[src/rtl/dense_pkg.sv]
// Shared constants, FSM encoding and sizing helper for the time-multiplexed dense layer.
package dense_pkg;

    localparam int unsigned ACT_LINEAR = 0;
    localparam int unsigned ACT_RELU   = 1;
    localparam int unsigned ACT_HSIG   = 2;
    localparam int unsigned ACT_HTANH  = 3;

    typedef enum logic [2:0] {
        ST_LOAD  = 3'd0,
        ST_MAC   = 3'd1,
        ST_DRAIN = 3'd2,
        ST_ACT   = 3'd3,
        ST_EMIT  = 3'd4
    } state_t;

    // Bits needed to hold v distinct values; never narrower than one bit.
    function automatic int unsigned clog2(input int unsigned v);
        int unsigned r;
        r = 1;
        while ((64'd1 << r) < 64'(v)) r = r + 1;
        return r;
    endfunction

endpackage

[src/rtl/dense_act.sv]
// Rescales the accumulator to Q(DW-FRAC).FRAC, saturates to DW signed and applies the activation.
module dense_act
    import dense_pkg::*;
#(
    parameter int unsigned DW    = 16,
    parameter int unsigned FRAC  = 8,
    parameter int unsigned ACC_W = 38,
    parameter int unsigned ACT   = ACT_LINEAR
) (
    input  logic signed [ACC_W-1:0] acc,
    output logic        [DW-1:0]    res,
    output logic                    sat
);

    localparam int unsigned XW = DW + 2;
    localparam logic signed [ACC_W-1:0] SAT_HI  = ACC_W'({1'b0, {(DW-1){1'b1}}});
    localparam logic signed [ACC_W-1:0] SAT_LO  = ~SAT_HI;
    localparam logic signed [XW-1:0]    ONE     = XW'(64'd1 << FRAC);
    localparam logic signed [XW-1:0]    HALF    = XW'(64'd1 << (FRAC - 1));
    localparam logic signed [XW-1:0]    NEG_ONE = -ONE;

    logic signed [ACC_W-1:0] shifted;
    logic signed [DW-1:0]    clipped;
    logic signed [XW-1:0]    wide;
    logic signed [XW-1:0]    act_v;

    always_comb begin
        shifted = acc >>> FRAC;
        sat     = 1'b0;
        clipped = DW'(shifted);
        if (shifted > SAT_HI) begin
            clipped = DW'(SAT_HI);
            sat     = 1'b1;
        end else if (shifted < SAT_LO) begin
            clipped = DW'(SAT_LO);
            sat     = 1'b1;
        end

        // Two guard bits keep the hard-sigmoid offset and clamps free of wrap.
        wide  = XW'(clipped);
        act_v = wide;
        if (ACT == ACT_RELU) begin
            if (wide[XW-1]) act_v = '0;
        end else if (ACT == ACT_HSIG) begin
            act_v = (wide >>> 2) + HALF;
            if (act_v[XW-1])     act_v = '0;
            else if (act_v > ONE) act_v = ONE;
        end else if (ACT == ACT_HTANH) begin
            if (wide < NEG_ONE)  act_v = NEG_ONE;
            else if (wide > ONE) act_v = ONE;
        end
        res = DW'(act_v);
    end

endmodule

[src/rtl/dense_serial.sv]
// Serial fixed-point dense layer: buffers one input vector, then computes each output with one MAC.
module dense_serial
    import dense_pkg::*;
#(
    parameter int unsigned N_IN  = 42,
    parameter int unsigned N_OUT = 24,
    parameter int unsigned DW    = 16,
    parameter int unsigned FRAC  = 8,
    parameter int unsigned ACT   = ACT_LINEAR,
    parameter int unsigned AW    = clog2(N_OUT * (N_IN + 1))
) (
    input  logic          clk,
    input  logic          rst_n,
    input  logic          in_valid,
    output logic          in_ready,
    input  logic [DW-1:0] in_data,
    output logic          out_valid,
    input  logic          out_ready,
    output logic [DW-1:0] out_data,
    output logic          out_last,
    output logic          w_rd,
    output logic [AW-1:0] w_addr,
    input  logic [DW-1:0] w_data,
    output logic          busy,
    output logic          ovf
);

    localparam int unsigned KW    = clog2(N_IN);
    localparam int unsigned IW    = clog2(N_IN + 1);
    localparam int unsigned OW    = clog2(N_OUT);
    localparam int unsigned PW    = 2 * DW;
    localparam int unsigned ACC_W = PW + clog2(N_IN + 1);

    state_t                  state_q, state_d;
    logic [KW-1:0]           k_q, k_d;
    logic [IW-1:0]           i_q, i_d;
    logic [OW-1:0]           o_q, o_d;
    logic signed [ACC_W-1:0] acc_q, acc_d;
    logic [DW-1:0]           in_buf_q [N_IN];
    logic [DW-1:0]           in_buf_d [N_IN];
    logic                    pend_q, pend_d;
    logic [IW-1:0]           pend_idx_q, pend_idx_d;
    logic                    w_rd_q, w_rd_d;
    logic [AW-1:0]           w_addr_q, w_addr_d;
    logic                    out_valid_q, out_valid_d;
    logic [DW-1:0]           out_data_q, out_data_d;
    logic                    out_last_q, out_last_d;
    logic                    busy_q, busy_d;
    logic                    ovf_q, ovf_d;

    logic signed [PW-1:0]    prod;
    logic signed [ACC_W-1:0] term;
    logic [DW-1:0]           act_res;
    logic                    act_sat;

    // ROM data returns one cycle after the read, so the term uses the index of last cycle's read.
    always_comb begin
        prod = PW'($signed(in_buf_q[KW'(pend_idx_q)])) * PW'($signed(w_data));
        if (pend_idx_q == IW'(N_IN)) term = ACC_W'($signed(w_data)) <<< FRAC;
        else                         term = ACC_W'(prod);
    end

    dense_act #(
        .DW   (DW),
        .FRAC (FRAC),
        .ACC_W(ACC_W),
        .ACT  (ACT)
    ) u_act (
        .acc(acc_q),
        .res(act_res),
        .sat(act_sat)
    );

    always_comb begin
        state_d    = state_q;
        k_d        = k_q;
        i_d        = i_q;
        o_d        = o_q;
        acc_d      = acc_q;
        in_buf_d   = in_buf_q;
        pend_d     = 1'b0;
        pend_idx_d = i_q;
        w_addr_d   = w_addr_q;
        out_data_d = out_data_q;
        out_last_d = out_last_q;
        ovf_d      = ovf_q;

        if (pend_q) acc_d = acc_q + term;

        case (state_q)
            ST_LOAD: begin
                if (in_valid) begin
                    in_buf_d[k_q] = in_data;
                    if (k_q == KW'(N_IN - 1)) begin
                        k_d      = '0;
                        i_d      = '0;
                        o_d      = '0;
                        acc_d    = '0;
                        w_addr_d = '0;
                        state_d  = ST_MAC;
                    end else begin
                        k_d = k_q + KW'(1);
                    end
                end
            end
            ST_MAC: begin
                pend_d = 1'b1;
                if (i_q == IW'(N_IN)) begin
                    state_d = ST_DRAIN;
                end else begin
                    i_d      = i_q + IW'(1);
                    w_addr_d = w_addr_q + AW'(1);
                end
            end
            ST_DRAIN: state_d = ST_ACT;
            ST_ACT: begin
                out_data_d = act_res;
                out_last_d = (o_q == OW'(N_OUT - 1));
                ovf_d      = ovf_q | act_sat;
                state_d    = ST_EMIT;
            end
            ST_EMIT: begin
                if (out_ready) begin
                    if (o_q == OW'(N_OUT - 1)) begin
                        state_d = ST_LOAD;
                    end else begin
                        o_d      = o_q + OW'(1);
                        i_d      = '0;
                        acc_d    = '0;
                        // Rows are contiguous in the ROM, so the next row follows the last bias.
                        w_addr_d = w_addr_q + AW'(1);
                        state_d  = ST_MAC;
                    end
                end
            end
            default: state_d = ST_LOAD;
        endcase

        w_rd_d      = (state_d == ST_MAC);
        out_valid_d = (state_d == ST_EMIT);
        busy_d      = (state_d != ST_LOAD);
    end

    always_ff @(posedge clk or negedge rst_n) begin
        if (!rst_n) begin
            state_q     <= ST_LOAD;
            k_q         <= '0;
            i_q         <= '0;
            o_q         <= '0;
            acc_q       <= '0;
            in_buf_q    <= '{default: '0};
            pend_q      <= 1'b0;
            pend_idx_q  <= '0;
            w_rd_q      <= 1'b0;
            w_addr_q    <= '0;
            out_valid_q <= 1'b0;
            out_data_q  <= '0;
            out_last_q  <= 1'b0;
            busy_q      <= 1'b0;
            ovf_q       <= 1'b0;
        end else begin
            state_q     <= state_d;
            k_q         <= k_d;
            i_q         <= i_d;
            o_q         <= o_d;
            acc_q       <= acc_d;
            in_buf_q    <= in_buf_d;
            pend_q      <= pend_d;
            pend_idx_q  <= pend_idx_d;
            w_rd_q      <= w_rd_d;
            w_addr_q    <= w_addr_d;
            out_valid_q <= out_valid_d;
            out_data_q  <= out_data_d;
            out_last_q  <= out_last_d;
            busy_q      <= busy_d;
            ovf_q       <= ovf_d;
        end
    end

    assign in_ready  = (state_q == ST_LOAD);
    assign w_rd      = w_rd_q;
    assign w_addr    = w_addr_q;
    assign out_valid = out_valid_q;
    assign out_data  = out_data_q;
    assign out_last  = out_last_q;
    assign busy      = busy_q;
    assign ovf       = ovf_q;

endmodule

[config.mk]
export PLATFORM = sky130hd
export DESIGN_NAME = dense_serial
export DESIGN_NICKNAME = d
export VERILOG_FILES = /design/src/rtl/dense_pkg.sv /design/src/rtl/dense_act.sv /design/src/rtl/dense_serial.sv
export SDC_FILE = /design/constraint.sdc
export NUM_CORES = 2
export LEC_CHECK = 0
export BUFFER_PORTS_ARGS = -buffer_cell sky130_fd_sc_hd__buf_2
export CAP_MARGIN = 20
export CORE_UTILIZATION = 40
export DETAILED_ROUTE_END_ITERATION = 8
export PLACE_DENSITY_LB_ADDON = 0.2
export SLEW_MARGIN = 30
export SYNTH_ARGS = -nofsm -noshare
export SYNTH_HDL_FRONTEND = slang
export SYNTH_SLANG_ARGS = --single-unit
[constraint.sdc]
create_clock -name clk -period 9.5 [get_ports clk]
set_clock_uncertainty 0.2 [all_clocks]
set_input_delay 1.425 -clock clk [delete_from_list [all_inputs] [get_ports clk]]
set_output_delay 1.425 -clock clk [all_outputs]
set_load 0.01 [all_outputs]
# Word-level counts from Yosys, hierarchy flattened
# Cells that the tools add are included.
# classes
magnitude_cmp,5
muxes,42
bitwise,3
mul,1
reduce_logical,8
add_sub_neg,5
eq_ne,15
# op_table
cell,n
672-bit bitwise mux,1
38-bit two-way mux,6
16-bit binary-select mux with 6-bit select,1
16-bit demux with 6-bit select,1
16-bit two-way mux,5
38-bit one-hot mux with 2 select lines,1
11-bit two-way mux,5
38-bit adder,1
6-bit two-way mux,6
11-bit one-hot mux with 3 select lines,1
16-bit by 16-bit multiplier with 32-bit output,1
30-bit by 16-bit greater-than comparator with 1-bit output (second input constant),1
30-bit by 16-bit less-than comparator with 1-bit output (second input constant),1
5-bit two-way mux,4
6-bit equality test (second input constant),3
6-bit one-hot mux with 3 select lines,1
3-bit one-hot mux with 5 select lines,1
7-bit greater-or-equal comparator (second input constant),2
6-bit NOT with 7-bit output,2
6-bit by 1-bit adder with 6-bit output (second input constant),2
3-bit two-way mux,4
11-bit by 1-bit adder with 11-bit output (second input constant),1
5-bit one-hot mux with 2 select lines,1
2-bit inequality test (second input constant),4
16 further kinds,23
# totals
input_bits,36
wordCells,135
out_inout_bits,33
ff_bits,769

# Logic depth before layout (Yosys ltp)
# logic_depth
ltp_word,11
mapped_depth,46
ltp_nobuf,39

# Hierarchy
# From an unflattened synthesis, not the netlist that was laid out.
# hier_totals
hier_cells,3832
area_unflattened_um2,46831.2
# by_module_without_submodules
module,cells_per_inst,area_per_inst_um2,n_inst,seq_area_each_um2
dense_serial,3803,46598.4,1,19243.5
dense_act,29,232.7,1,0.0

# Least setup slack after synthesis
# No wires, ideal clock.
# synth_timing
kind,flip-flop to flip-flop
start,reg pend_idx_q[0]
end,reg acc_q[37]
setup_time_ns,0.079
slack_ns,-0.124
n_path_buf,6
path_stages_with_launch,41
period_less_slack_ns,9.624
arrival_ns,9.344
required_ns,9.221
path_cell_list,dfrtp_1 buf_6 buf_6 buf_2 mux4_2 a221oi_2 o31ai_4 buf_4 and2_1 fa_1 inv_1 fa_1 fa_1 inv_1 fa_1 fa_1 inv_1 fa_1 (+5 left out) a21oi_1 o31a_1 a31oi_1 a31o_2 a21oi_1 mux2i_1 nand4_1 ha_1 buf_2 nand4_1 nor3_1 nor2b_1 o211ai_2 and4_1 o31ai_1 nand2_1 mux2i_1 mux2i_1
# synth_via
elab_chain_len,11
word_cells_on_any_way,14
cone_classes,1 x add/sub; 1 x mul; 1 x eq/ne; 10 x mux; 1 x bitwise
# synth_lines
element,line_no,rtl
from (decl),dense_serial.sv:42,"logic [IW-1:0] pend_idx_q, pend_idx_d;"
from (signal assigned),dense_serial.sv:169,pend_idx_q <= pend_idx_d;
6-bit NOT with 7-bit output (not written as such),dense_serial.sv:58,prod = PW'($signed(in_buf_q[KW'(pend_idx_q)])) * PW'($signed(w_data));
16-bit binary-select mux with 6-bit select,dense_serial.sv:58,
16-bit two-way mux (not written as such) (2 in series),dense_serial.sv:58,
16-bit by 16-bit multiplier with 32-bit output,dense_serial.sv:58,
38-bit two-way mux (*),dense_serial.sv:59,if (pend_idx_q == IW'(N_IN)) term = ACC_W'($signed(w_data)) <<< FRAC;
38-bit adder (*),dense_serial.sv:88,if (pend_q) acc_d = acc_q + term;
38-bit two-way mux (*),dense_serial.sv:88,
"38-bit two-way mux, on equally long branches","dense_serial.sv:124, dense_serial.sv:94",
"38-bit two-way mux, on equally long branches","dense_serial.sv:123, dense_serial.sv:92",
38-bit one-hot mux with 2 select lines (*),dense_serial.sv:90,case (state_q)
net acc_d[37],dense_serial.sv:38,"logic signed [ACC_W-1:0] acc_q, acc_d;"
to (signal assigned),dense_serial.sv:150,acc_q <= '0;
to (signal assigned),dense_serial.sv:166,acc_q <= acc_d;
to (decl),dense_serial.sv:38,
# The timed path passes the listed nets; every way through them passes the cells marked *. The select of a mux whose other input is x is not followed.
# A chain may end at the register's enable or synchronous reset.

# Worst setup path after layout
# Same ends and word-level chain as after synthesis.

==> results.sh <==
export IMPL_synth_seq_cells=769
export IMPL_worstSetupEndpointType="register"
export IMPL_clk_path_buf_depth=3
export IMPL_vias=31200
export IMPL_gp_congestion=0.857
export IMPL_viasPerCell=5.34
export IMPL_synth_avg_cell_area_um2=12.3
export IMPL_violations="negative setup slack"
export IMPL_utilization=0.484
export IMPL_synth_edff_count=0
export IMPL_grt_first_pass_wirelength_um=203000
export IMPL_synth_main_ff_cell="dfrtp_1"
export IMPL_cp_start_kind="register"
export IMPL_cts_max_level=3
export IMPL_wl_met1_um=58800
export IMPL_synth_top_area_frac=0.403
export IMPL_critical_path_class="reg2reg"
export IMPL_fmax_mhz=104
export IMPL_required_ns=9.89
export IMPL_drcViolationCount=0
export IMPL_antenna_left=0
export IMPL_clk_latency_ns=0.67
export IMPL_io_buffer_count=68
export IMPL_status="complete, but fails checks"
export IMPL_asyncSetResetFlopFracSynth=1.00
export IMPL_ys_warn_count=0
export IMPL_postSynthCellCount=3873
export IMPL_slew_headroom=0.327
export IMPL_dieHeight_um=348
export IMPL_wl_met2_um=64800
export IMPL_antenna_found_initial=2
export IMPL_fin_nets=4657
export IMPL_wl_met3_um=3650
export IMPL_path_clk_slew_ns=0.06
export IMPL_cts_tree="done"
export IMPL_drive_gt1_frac=0.424
export IMPL_initial_utilization=0.404
export IMPL_crit_top_cell="fa_1"
export IMPL_wl_um=130000
export IMPL_cp_buffers_inverters=10
export IMPL_routed_top_layer="met4"
export IMPL_syn_nets=4299
export IMPL_worstPathMaxFanout=7
export IMPL_drt_first_iter_violations=1752
export IMPL_clock_sinks=769
export IMPL_worstMarginPinSlew_ns=1.01
export IMPL_avgRoutedWirePerCell_um=22.2
export IMPL_synthTopCellsByArea="dfrtp_1 40%, mux2_2 15%, fa_1 11%, mux4_2 6.5%, ha_1 3.3%"
export IMPL_crit_slowest_cell="mux4_2"
export IMPL_fin_ws_ns=-0.0925
export IMPL_pin_count=69
export IMPL_crit_family="adder cells"
export IMPL_arrival_ns=9.98
export IMPL_hold_buffers=0
export IMPL_grt_pass1_vias=33000
export IMPL_timing_final_crit_share=1.01
export IMPL_min_delay_path_class="reg2reg"
export IMPL_slew_viol_final=0
export IMPL_die_w_um=348
export IMPL_die_area_um2=121000
export IMPL_std_cell_rows=126
export IMPL_numCtsBuffers=86
export IMPL_rsz0062_at_grt="true"
export IMPL_syn_area_um2=47800
export IMPL_seq_area_frac_synth=0.403
export IMPL_area_delta_synth_final_pct=19.8
export IMPL_grt_max_degree=163
export IMPL_gr_total_overflow=0
export IMPL_multi_input_area_um2=27200
export IMPL_grtUsageTotal=0.219
export IMPL_drv_cap=0
export IMPL_setup_viol=6
export IMPL_hpwl_um=88400
export IMPL_place_ws_ns=-0.543
export IMPL_hold_viol_final=0
export IMPL_synth_cell_types=97
export IMPL_core_area_um2=118000
export IMPL_period_needed_ns=9.59
export IMPL_clk_root_buffer_cell="clkbuf_16"
export IMPL_fillCellCount=10700
export IMPL_synth_largest_area_cell="dfrtp_1"
export IMPL_firstDrtPassIters=5
export IMPL_max_stage_delay_ns=0.63
export IMPL_register_area_um2=19300
==> cells in the final DEF, fill, tap and decap left out, types with 24 or more instances in the layout <==
cell type / instances
clkbuf_16: 88
a21oi_2: 27
ha_1: 101
xnor2_1: 46
a21o_1: 32
and2_4: 24
o21ai_0: 57
nand2_1: 239
mux2i_1: 98
inv_2: 46
o22ai_1: 30
nand2_2: 50
and2_1: 115
nor2_1: 115
buf_2: 57
mux2_2: 655
a21oi_1: 66
buf_6: 43
xor2_1: 28
buf_4: 379
buf_12: 37
dfrtp_1: 765
inv_1: 289
mux4_2: 138
fa_1: 246
==> cells by family (layout without fill, tap and decap cells) <==
logic type	count (synthesis)	in the layout	synth area share
buf+inv	591	1018	0.0563
compound gates	396	397	0.0608
flops	769	769	0.403
other cells	0	2	0
fa+ha+maj	390	390	0.143
mux	911	911	0.245
simple gates	741	741	0.0781
xor+xnor	75	75	0.0138
==> path summary, 6_finish.rpt <==
kind                                          from                        end  slack [ns]  depth (start not counted)
setup reg to reg           pend_idx_q[0]$_DFF_PN0_        acc_q[37]$_DFF_PN0_       -0.09                         38
hold / removal                  i_q[5]$_DFFE_PN0P_    pend_idx_q[5]$_DFF_PN0_        0.23                          0
min in group asynchronous                    rst_n  in_buf_q[174]$_DFFE_PN0P_        0.53                          1
setup / recovery           pend_idx_q[0]$_DFF_PN0_        acc_q[37]$_DFF_PN0_       -0.09                         38
hold reg to reg                 i_q[5]$_DFFE_PN0P_    pend_idx_q[5]$_DFF_PN0_        0.23                          0
max in group asynchronous                    rst_n  in_buf_q[237]$_DFFE_PN0P_        6.68                          3
==> through the flow <==
step | cells | TNS (ns) | hold slack, ns | cell area (um2)
floorplan | 3873 | 0 | 0.192 | 47800
global placement | 5590 | -5.80 | 0.215 | 51700
detailed placement | 5590 | -6.28 | 0.214 | 51800
CTS | 5810 | -0.582 | 0.229 | 56300
global route | 5839 | -4.56 | 0.260 | 57200
finish | 5839 | -0.411 | 0.227 | 57200
==> layout make-up <==
class	count	share of cell area
clock buffer	127	0.0445
clock inverter	31	0.00818
sequential	769	0.337
timing repair buffer	524	0.0791
tap	1536	0.0336
antenna	2	0.0000875
inverter	336	0.0220
multi-input combinational	2514	0.476
==> Yosys cell counts (32+ instances only) <==
library cell / n
dfrtp_1: 769
mux2_2: 655
inv_1: 332
nand2_1: 285
fa_1: 263
mux4_2: 138
and2_1: 136
ha_1: 127
nor2_1: 124
clkbuf_1: 119
mux2i_1: 98
a21oi_1: 92
o21ai_0: 80
buf_2: 71
xnor2_1: 47
a21o_1: 32
==> per-layer routing <==
metal,track usage,vias up
li1,-,14100
met3,0.0230,139
met4,0.0517,0
met1,0.299,16500
met5,0,-
met2,0.374,419
==> flip-flops by register name, indices dropped and copies added, names as in the netlist, 3 cells and up <==
register / cells
w_addr: 11
pend_idx_q: 6
acc_q: 38
in_buf_q: 672
o_q: 5
i_q: 6
state_q: 3
out_data: 16
k_q: 6
==> worst register-to-register path, delay by kind of cell (launching register included) <==
family / cells / cell delay (ns)
xor gates and xnor gates: 1 / 0.14
DFF: 1 / 0.55
adders and majority gates: 8 / 3.22
buffers and inverters: 10 / 1.09
muxes: 4 / 1.39
AOI/OAI and AO/OA: 11 / 2.18
and+or+nand+nor: 4 / 0.73
==> timing repair <==
item	in CTS	in global routing
resized for setup	210	172
setup buffers	67	26
pin swaps	174	113
setup endpoints to repair	23	23
gates cloned	1	1
Power is not shown: default switching activity piles up to over one toggle a cycle in this logic, so the estimate is an artifact.
